### src/rtl/vga_timing_pkg.sv
// vga_timing_pkg: shared VGA raster timing constants.
// Holds the default 640x480@60 timing, the derived line/frame totals and the
// counter width used by the sync generator, colour generator and game logic.
package vga_timing_pkg;

    localparam int CLK_DIV   = 2;

    localparam int H_VISIBLE = 640;
    localparam int H_FRONT   = 16;
    localparam int H_SYNC    = 96;
    localparam int H_BACK    = 48;

    localparam int V_VISIBLE = 480;
    localparam int V_FRONT   = 10;
    localparam int V_SYNC    = 2;
    localparam int V_BACK    = 33;

    localparam int H_TOTAL   = H_VISIBLE + H_FRONT + H_SYNC + H_BACK;
    localparam int V_TOTAL   = V_VISIBLE + V_FRONT + V_SYNC + V_BACK;

    localparam int CNT_W     = 10;

    typedef logic [CNT_W-1:0] cnt_t;

endpackage

### src/rtl/vga_sync_gen_if.sv
// vga_sync_gen_if: raster timing bus from the sync generator to its consumers.
//   pix_en     one-clock pulse per pixel advance
//   h_count    horizontal position
//   v_count    vertical position
//   bright     active-video qualifier for (h_count, v_count)
//   hsync      active-low horizontal sync
//   vsync      active-low vertical sync
//   frame_tick one-clock pulse at the start of vertical blank
// master: the timing generator; slave: colour generator / game logic.
interface vga_sync_gen_if;
    import vga_timing_pkg::*;

    logic pix_en;
    cnt_t h_count;
    cnt_t v_count;
    logic bright;
    logic hsync;
    logic vsync;
    logic frame_tick;

    modport master (
        output pix_en, h_count, v_count, bright, hsync, vsync, frame_tick
    );

    modport slave (
        input pix_en, h_count, v_count, bright, hsync, vsync, frame_tick
    );

endinterface

### src/rtl/vga_axis_counter.sv
// vga_axis_counter: next-state logic for one raster axis (purely combinational).
//   advance    step the count this clock
//   count      current registered count
//   count_next value the count takes on the coming edge
//   wrap       advance while at TOTAL-1 (count_next returns to 0)
//   active     count_next lies in the visible region
//   sync_n     active-low sync for count_next
// The caller owns the registers; all outputs describe the next value so the
// qualifiers can be registered alongside the count itself.
module vga_axis_counter
    import vga_timing_pkg::*;
#(
    parameter int VISIBLE = H_VISIBLE,
    parameter int FRONT   = H_FRONT,
    parameter int SYNC    = H_SYNC,
    parameter int BACK    = H_BACK
) (
    input  logic advance,
    input  cnt_t count,
    output cnt_t count_next,
    output logic wrap,
    output logic active,
    output logic sync_n
);

    localparam int TOTAL      = VISIBLE + FRONT + SYNC + BACK;
    localparam int SYNC_START = VISIBLE + FRONT;
    localparam int SYNC_END   = SYNC_START + SYNC;

    logic at_end;

    assign at_end = (count == cnt_t'(TOTAL - 1));
    assign wrap   = advance && at_end;

    always_comb begin
        count_next = count;
        if (advance) begin
            count_next = at_end ? '0 : count + cnt_t'(1);
        end
    end

    assign active = (count_next < cnt_t'(VISIBLE));
    assign sync_n = !((count_next >= cnt_t'(SYNC_START)) &&
                      (count_next <  cnt_t'(SYNC_END)));

endmodule

### src/rtl/vga_sync_gen.sv
// vga_sync_gen: VGA raster timing generator.
//   clock  system clock, rising edge
//   reset  asynchronous, active-low
//   vga    master side of vga_sync_gen_if (pix_en, h_count, v_count, bright,
//          hsync, vsync, frame_tick), all outputs registered
// A clock divider produces pix_en; the horizontal and vertical counters step
// on the edge that ends a pix_en cycle. Qualifiers are registered from the
// next counter values, so they always match the counts shown with them.
module vga_sync_gen
    import vga_timing_pkg::*;
#(
    parameter int CLK_DIV   = vga_timing_pkg::CLK_DIV,
    parameter int H_VISIBLE = vga_timing_pkg::H_VISIBLE,
    parameter int H_FRONT   = vga_timing_pkg::H_FRONT,
    parameter int H_SYNC    = vga_timing_pkg::H_SYNC,
    parameter int H_BACK    = vga_timing_pkg::H_BACK,
    parameter int V_VISIBLE = vga_timing_pkg::V_VISIBLE,
    parameter int V_FRONT   = vga_timing_pkg::V_FRONT,
    parameter int V_SYNC    = vga_timing_pkg::V_SYNC,
    parameter int V_BACK    = vga_timing_pkg::V_BACK
) (
    input  logic           clock,
    input  logic           reset,
    vga_sync_gen_if.master vga
);

    localparam int DIV_W = (CLK_DIV > 1) ? $clog2(CLK_DIV) : 1;
    localparam logic [DIV_W-1:0] DIV_LAST = DIV_W'(CLK_DIV - 1);

    logic [DIV_W-1:0] div_q;
    logic [DIV_W-1:0] div_next;
    logic             pix_en_q;
    cnt_t             h_q;
    cnt_t             v_q;
    logic             bright_q;
    logic             hsync_q;
    logic             vsync_q;
    logic             tick_q;

    cnt_t             h_next;
    cnt_t             v_next;
    logic             h_wrap;
    logic             h_active;
    logic             v_active;
    logic             h_sync_n;
    logic             v_sync_n;

    assign div_next = (div_q == DIV_LAST) ? '0 : div_q + DIV_W'(1);

    vga_axis_counter #(
        .VISIBLE (H_VISIBLE),
        .FRONT   (H_FRONT),
        .SYNC    (H_SYNC),
        .BACK    (H_BACK)
    ) u_h_axis (
        .advance    (pix_en_q),
        .count      (h_q),
        .count_next (h_next),
        .wrap       (h_wrap),
        .active     (h_active),
        .sync_n     (h_sync_n)
    );

    // h_wrap already includes pix_en, so it is the full vertical advance.
    vga_axis_counter #(
        .VISIBLE (V_VISIBLE),
        .FRONT   (V_FRONT),
        .SYNC    (V_SYNC),
        .BACK    (V_BACK)
    ) u_v_axis (
        .advance    (h_wrap),
        .count      (v_q),
        .count_next (v_next),
        .wrap       (),
        .active     (v_active),
        .sync_n     (v_sync_n)
    );

    always_ff @(posedge clock or negedge reset) begin
        if (!reset) begin
            div_q    <= '0;
            pix_en_q <= 1'b0;
            h_q      <= '0;
            v_q      <= '0;
            bright_q <= 1'b0;
            hsync_q  <= 1'b1;
            vsync_q  <= 1'b1;
            tick_q   <= 1'b0;
        end else begin
            div_q    <= div_next;
            // Registered from the next divider value so pix_en is high
            // exactly while the divider sits at CLK_DIV-1.
            pix_en_q <= (div_next == DIV_LAST);
            h_q      <= h_next;
            v_q      <= v_next;
            // Qualifiers only move with the counters; this keeps the first
            // post-reset pixel dark until the first real advance.
            if (pix_en_q) begin
                bright_q <= h_active && v_active;
                hsync_q  <= h_sync_n;
                vsync_q  <= v_sync_n;
            end
            tick_q   <= h_wrap && (v_next == cnt_t'(V_VISIBLE));
        end
    end

    assign vga.pix_en     = pix_en_q;
    assign vga.h_count    = h_q;
    assign vga.v_count    = v_q;
    assign vga.bright     = bright_q;
    assign vga.hsync      = hsync_q;
    assign vga.vsync      = vsync_q;
    assign vga.frame_tick = tick_q;

endmodule

### src/flat_wrapper.sv
// flat-port wrapper written by rule: the top's interface ports become plain ports
module vga_sync_gen_flat import vga_timing_pkg::*;
#(
    parameter int CLK_DIV   = vga_timing_pkg::CLK_DIV,
    parameter int H_VISIBLE = vga_timing_pkg::H_VISIBLE,
    parameter int H_FRONT   = vga_timing_pkg::H_FRONT,
    parameter int H_SYNC    = vga_timing_pkg::H_SYNC,
    parameter int H_BACK    = vga_timing_pkg::H_BACK,
    parameter int V_VISIBLE = vga_timing_pkg::V_VISIBLE,
    parameter int V_FRONT   = vga_timing_pkg::V_FRONT,
    parameter int V_SYNC    = vga_timing_pkg::V_SYNC,
    parameter int V_BACK    = vga_timing_pkg::V_BACK
)
  (clock, reset, vga_pix_en, vga_h_count, vga_v_count, vga_bright, vga_hsync, vga_vsync, vga_frame_tick);
  vga_sync_gen_if vga_i ();
  input  logic clock;
  input  logic reset;
  output wire logic [$bits(vga_i.pix_en)-1:0] vga_pix_en;
  output wire logic [$bits(vga_i.h_count)-1:0] vga_h_count;
  output wire logic [$bits(vga_i.v_count)-1:0] vga_v_count;
  output wire logic [$bits(vga_i.bright)-1:0] vga_bright;
  output wire logic [$bits(vga_i.hsync)-1:0] vga_hsync;
  output wire logic [$bits(vga_i.vsync)-1:0] vga_vsync;
  output wire logic [$bits(vga_i.frame_tick)-1:0] vga_frame_tick;
  assign vga_pix_en = vga_i.pix_en;
  assign vga_h_count = vga_i.h_count;
  assign vga_v_count = vga_i.v_count;
  assign vga_bright = vga_i.bright;
  assign vga_hsync = vga_i.hsync;
  assign vga_vsync = vga_i.vsync;
  assign vga_frame_tick = vga_i.frame_tick;
  vga_sync_gen #(.CLK_DIV(CLK_DIV), .H_VISIBLE(H_VISIBLE), .H_FRONT(H_FRONT), .H_SYNC(H_SYNC), .H_BACK(H_BACK), .V_VISIBLE(V_VISIBLE), .V_FRONT(V_FRONT), .V_SYNC(V_SYNC), .V_BACK(V_BACK)) u_core (.clock(clock), .reset(reset), .vga(vga_i));
endmodule
### config.mk
export PLATFORM = sky130hd
export DESIGN_NAME = vga_sync_gen_flat
export DESIGN_NICKNAME = d
export VERILOG_FILES = /design/src/rtl/vga_timing_pkg.sv /design/src/rtl/vga_sync_gen_if.sv /design/src/rtl/vga_axis_counter.sv /design/src/rtl/vga_sync_gen.sv /design/src/flat_wrapper.sv
export SDC_FILE = /design/constraint.sdc
export NUM_CORES = 1
export LEC_CHECK = 0
export CAP_MARGIN = 20
export CORE_UTILIZATION = 30
export DETAILED_ROUTE_END_ITERATION = 12
export GPL_TIMING_DRIVEN = 0
export HOLD_SLACK_MARGIN = 0.02
export PLACE_DENSITY_LB_ADDON = 0.05
export SYNTH_ARGS = -nofsm -noshare
export SYNTH_HDL_FRONTEND = slang
export SYNTH_HIERARCHICAL = 1
export SYNTH_SLANG_ARGS = --single-unit
export TNS_END_PERCENT = 10
### constraint.sdc
create_clock -name clock -period 4.2 [get_ports clock]
set_clock_uncertainty 0.15 [all_clocks]
set_input_delay 0.84 -clock clock [delete_from_list [all_inputs] [get_ports clock]]
set_output_delay 0.84 -clock clock [all_outputs]
set_load 0.02 [all_outputs]
# Word level (Yosys, flattened, before mapping)
# Cells that the tools add are included.
classes:
  add_sub_neg: 3
  mul: 0
  div: 0
  n_lt_le_gt_ge: 6
  n_eq_ne: 3
  shift: 0
  mux: 5
  bitwise: 0
  n_reduce_logical: 7
ops:
  columns: ["cell", "count"]
  rows:
  - ["2-to-1 mux 10 bit", 4]
  - ["adder 10 x 1 -> 10 bit, second input constant", 2]
  - ["== test 10 bit, second input constant", 2]
  - ["less-than comparator 10 bit, second input constant", 2]
  - ["less-than comparator 10 x 9 -> 1 bit, second input constant", 2]
  - ["== test 10 x 9 -> 1 bit, second input constant", 1]
  - [">= comparator 10 bit, second input constant", 1]
  - [">= comparator 10 x 9 -> 1 bit, second input constant", 1]
  - ["logical AND 1 bit", 5]
  - ["zero test 1 bit", 2]
  - ["adder 1 bit, second input constant", 1]
  - ["2-to-1 mux 1 bit", 1]
totals:
  regBits: 25
  latch_bits: 0
  ramBits: 0
  rom_bits: 0
  inputBits: 2
  output_inout_bits: 25
  wordCells: 31
  n_memories: 0

# Longest topological paths before layout
logic_depth:
  word_depth: 6
  depth_mapped: 11
  depth_no_buf: 10

# By module
# The synthesis kept the hierarchy.
by_module_without_submodules:
  columns: ["module", "n_inst", "cells_per_inst", "area_each_um2", "seq_area_each_um2"]
  rows:
  - ["vga_sync_gen", 1, 35, 704.4, 628.1]
  - ["vga_axis_counter (u_core.u_v_axis)", 1, 64, 447.9, 0.0]
  - ["vga_axis_counter (u_core.u_h_axis)", 1, 51, 351.6, 0.0]

# Least setup slack after synthesis
# OpenSTA, ideal clock, no wires.
synth_timing:
  path_kind: "flip-flop to flip-flop"
  startpoint: "register u_core.h_q[0] (netlist: u_core/vga.h_count[0])"
  endpoint: "register u_core.vsync_q (netlist: u_core/vga.vsync)"
  setup_time_ps: 82
  t_arrival_ps: 2668
  required_time_ps: 3968
  path_slack_ps: 1300
  stages_incl_launch_ff: 10
  path_buffers: 0
  synth_period_minus_slack_ps: 2900
  cell_sequence: "dfrtp_1 ha_1 nand4_2 or3b_4 inv_1 nand2_1 or4b_1 a32oi_1 nand4b_1 mux2_2"
synth_via:
  elab_chain_cells: 6
  word_cells_on_any_way: 7
  cone_classes: "order compare: 2; eq/ne: 1; mux: 1; reduce/logical: 3"
synth_rtl:
  columns: ["element", "line", "text"]
  rows:
  - ["start, declared", "vga_sync_gen.sv:33", "cnt_t h_q;"]
  - ["start signal, assigned", "vga_sync_gen.sv:94", "h_q <= h_next;"]
  - ["== test 10 bit *", "vga_axis_counter.sv:32", "assign at_end = (count == cnt_t'(TOTAL - 1));"]
  - ["logical AND 1 bit *", "vga_axis_counter.sv:33", "assign wrap = advance && at_end;"]
  - ["named net u_core.h_wrap", "vga_sync_gen.sv:42", "logic h_wrap;"]
  - ["2-to-1 mux 10 bit *", "vga_axis_counter.sv:37", "if (advance) begin"]
  - [">= comparator 10 x 9 -> 1 bit or less-than comparator 10 x 9 -> 1 bit (tied branches)", "vga_axis_counter.sv:43, vga_axis_counter.sv:44", null]
  - ["logical AND 1 bit *", "vga_axis_counter.sv:43", "assign sync_n = !((count_next >= cnt_t'(SYNC_START)) &&"]
  - ["zero test 1 bit *", "vga_axis_counter.sv:43", null]
  - ["named net u_core.v_sync_n", "vga_sync_gen.sv:46", "logic v_sync_n;"]
  - ["end signal, assigned", "vga_sync_gen.sv:101", "vsync_q <= v_sync_n;"]
  - ["end, declared", "vga_sync_gen.sv:37", "logic vsync_q;"]
# The timed path passes the listed nets; every way through them passes the cells marked *.
# A chain may end at the register's enable or synchronous reset.

# Worst setup path in the final report
# Ends and elaborated chain as after synthesis.

==> impl_metrics.py <==
metrics = {
    "clock_tree": {
        "htreeDepth": 1,
        "cts_tree": "built",
        "cts_buffer_depth": 2,
        "cts.sinks": 25,
        "root_buffer": "clkbuf_8",
        "postCtsHoldBufs": 0,
        "clock_latency_ns": 0.26,
        "cts_buffers": 3,
        "cts_resized": 0,
        "post_cts_buffers": 0,
        "clkTransAtPathRegs_ns": 0.09,
    },
    "setup_path": {
        "cp_max_fo": 8,
        "worst_setup_path_start_kind": "flop",
        "crit_type": "reg -> reg",
        "endpoint_kind": "flop",
        "critPathArrivalTime_ns": 3.34,
        "required_ns": 4.25,
    },
    "floorplanning": {
        "die_w_um": 72.7,
        "core_area_um2": 4750,
        "num_rows": 25,
        "io_pins": 27,
        "die_h_um": 72.7,
        "die_area_um2": 5280,
        "start_util_pct": 31.5,
    },
    "global_route": {
        "track_usage_pct": 14.6,
        "grt_pass1_wl_mm": 5.94,
        "grt_max_degree": 18,
        "grt_antenna_before_repair": 0,
        "grt_pass1_vias": 1205,
        "grt_overflow": 0,
    },
    "timing": {
        "fin_ws_ns": 0.911,
        "setup_viol": 0,
        "slew_headroom_pct": 66.0,
        "tightest_slew_ns": 0.508,
        "finalSetupTns_ns": 0,
        "slew_viol_final": 0,
        "report.final.hold_viol_count": 0,
        "holdWs_ns": 0.369,
        "rsz0062_at_grt": "no",
        "fin_crit_ns": 3.29,
        "max_freq_mhz": 304,
        "timing.final.crit_share_pct": 78.3,
    },
    "pwr": {
        "p_leak_uw": 0.000780,
        "ir_drop_mv": 0.128,
        "p_per_area_nw_per_um2": 205,
        "power_uw": 393,
    },
    "flow_run": {
        "maxCapViolCount": 0,
    },
    "yosys": {
        "syn_area_um2": 1500,
        "avgSynthCellArea_um2": 10.1,
        "syn_nets": 154,
        "yosys_warnings": 6,
        "syn_inst": 149,
    },
    "route": {
        "vias_per_cell": 5.16,
        "dr.pass1.iters": 4,
        "drtIter0Drc": 142,
        "wirelength_mm": 3.53,
        "vias": 1274,
        "final_antenna_net_count": 0,
        "wl_per_cell_um": 14.3,
        "drc": 0,
    },
    "layout": {
        "diodes": 0,
        "final_common_cell": "clkdlybuf4s50_1",
        "layout-drive-gt1-share_pct": 13.9,
        "syn_to_final_growth_pct": 27.8,
        "fin_nets": 186,
        "final_cell_mix": "clkdlybuf4s50_1 (26), dfrtp_1 (23), nand2_1 (12)",
    },
    "hold_path": {
        "hold_path.class": "reg -> reg",
    },
    "run_status": {
        "status": "completed",
    },
    "place": {
        "place.gp.congestion": 0.865,
        "dp_slack_ns": 0.998,
        "io_buffers": 26,
        "hpwlAfterDp_mm": 2.57,
    },
}
## power breakdown
| group | switching, uW | internal, uW | leakage, uW |
|---|---|---|---|
| Sequential | 0 | 241 | 0.000323 |
| Combinational | 5.20 | 3.39 | 0.000435 |
| Clock | 75.6 | 67.7 | 0.0000228 |
## critical path, cell delays in order, from the launching register on
cell and delay, ns:
dfrtp_1 0.46, ha_1 0.24, nand4_2 0.24, or3b_4 0.49, inv_1 0.23, nand2_1 0.21, or4b_1 0.50, a32oi_1 0.29
nand4b_1 0.14, mux2_2 0.27
## stage by stage
| step | std cells | utilization [%] | area (um^2) |
|---|---|---|---|
| global placement | 242 | 38.7 | 1840 |
| finish | 247 | 40.3 | 1910 |
| detailed placement | 243 | 39.3 | 1870 |
| CTS | 247 | 40.3 | 1910 |
| global route | 247 | 40.3 | 1910 |
| floorplan | 149 | - | 1500 |
## cell type report
| class | count | area [um^2] |
|---|---|---|
| sequential | 25 | 628 |
| tap | 67 | 83.8 |
| timing repair buffer | 27 | 288 |
| multi-input combinational | 109 | 793 |
| buffer | 7 | 46.3 |
| inverter | 8 | 30.0 |
| fill | 503 | 2840 |
| clock buffer | 4 | 45.0 |
## sequential cells by signal, summed over array words and instances (netlist names)
| signal | flops |
|---|---|
| u_core/vga.vsync | 1 |
| u_core/vga.bright | 1 |
| u_core/vga.v_count | 10 |
| u_core/vga.h_count | 10 |
| u_core/vga.frame_tick | 1 |
| u_core/vga.hsync | 1 |
| u_core/vga.pix_en | 1 |
## worst paths after layout
kind	start	end	slack, ns	cells past startpoint
min	u_core/vga.bright$_DFFE_PN0P_	u_core/vga.bright$_DFFE_PN0P_	0.37	2
min reg2reg	u_core/vga.bright$_DFFE_PN0P_	u_core/vga.bright$_DFFE_PN0P_	0.37	2
max in group asynchronous	reset	u_core/vga.hsync$_DFFE_PN1P_	2.60	2
min in group asynchronous	reset	u_core/vga.v_count[9]$_DFF_PN0_	0.76	1
max reg2reg	u_core/vga.h_count[0]$_DFF_PN0_	u_core/vga.vsync$_DFFE_PN1P_	0.91	9
max	u_core/vga.h_count[0]$_DFF_PN0_	u_core/vga.vsync$_DFFE_PN1P_	0.91	9
## per-layer routing
metal  up-vias  routed length (um)  track usage, %
li1        617                   -               -
met2        41                1480            19.8
met4         0                  40            5.45
met1       612                1810            22.6
met3         4                 203            2.49
met5         -                   0               0
Power figures use the tool's default switching activity.
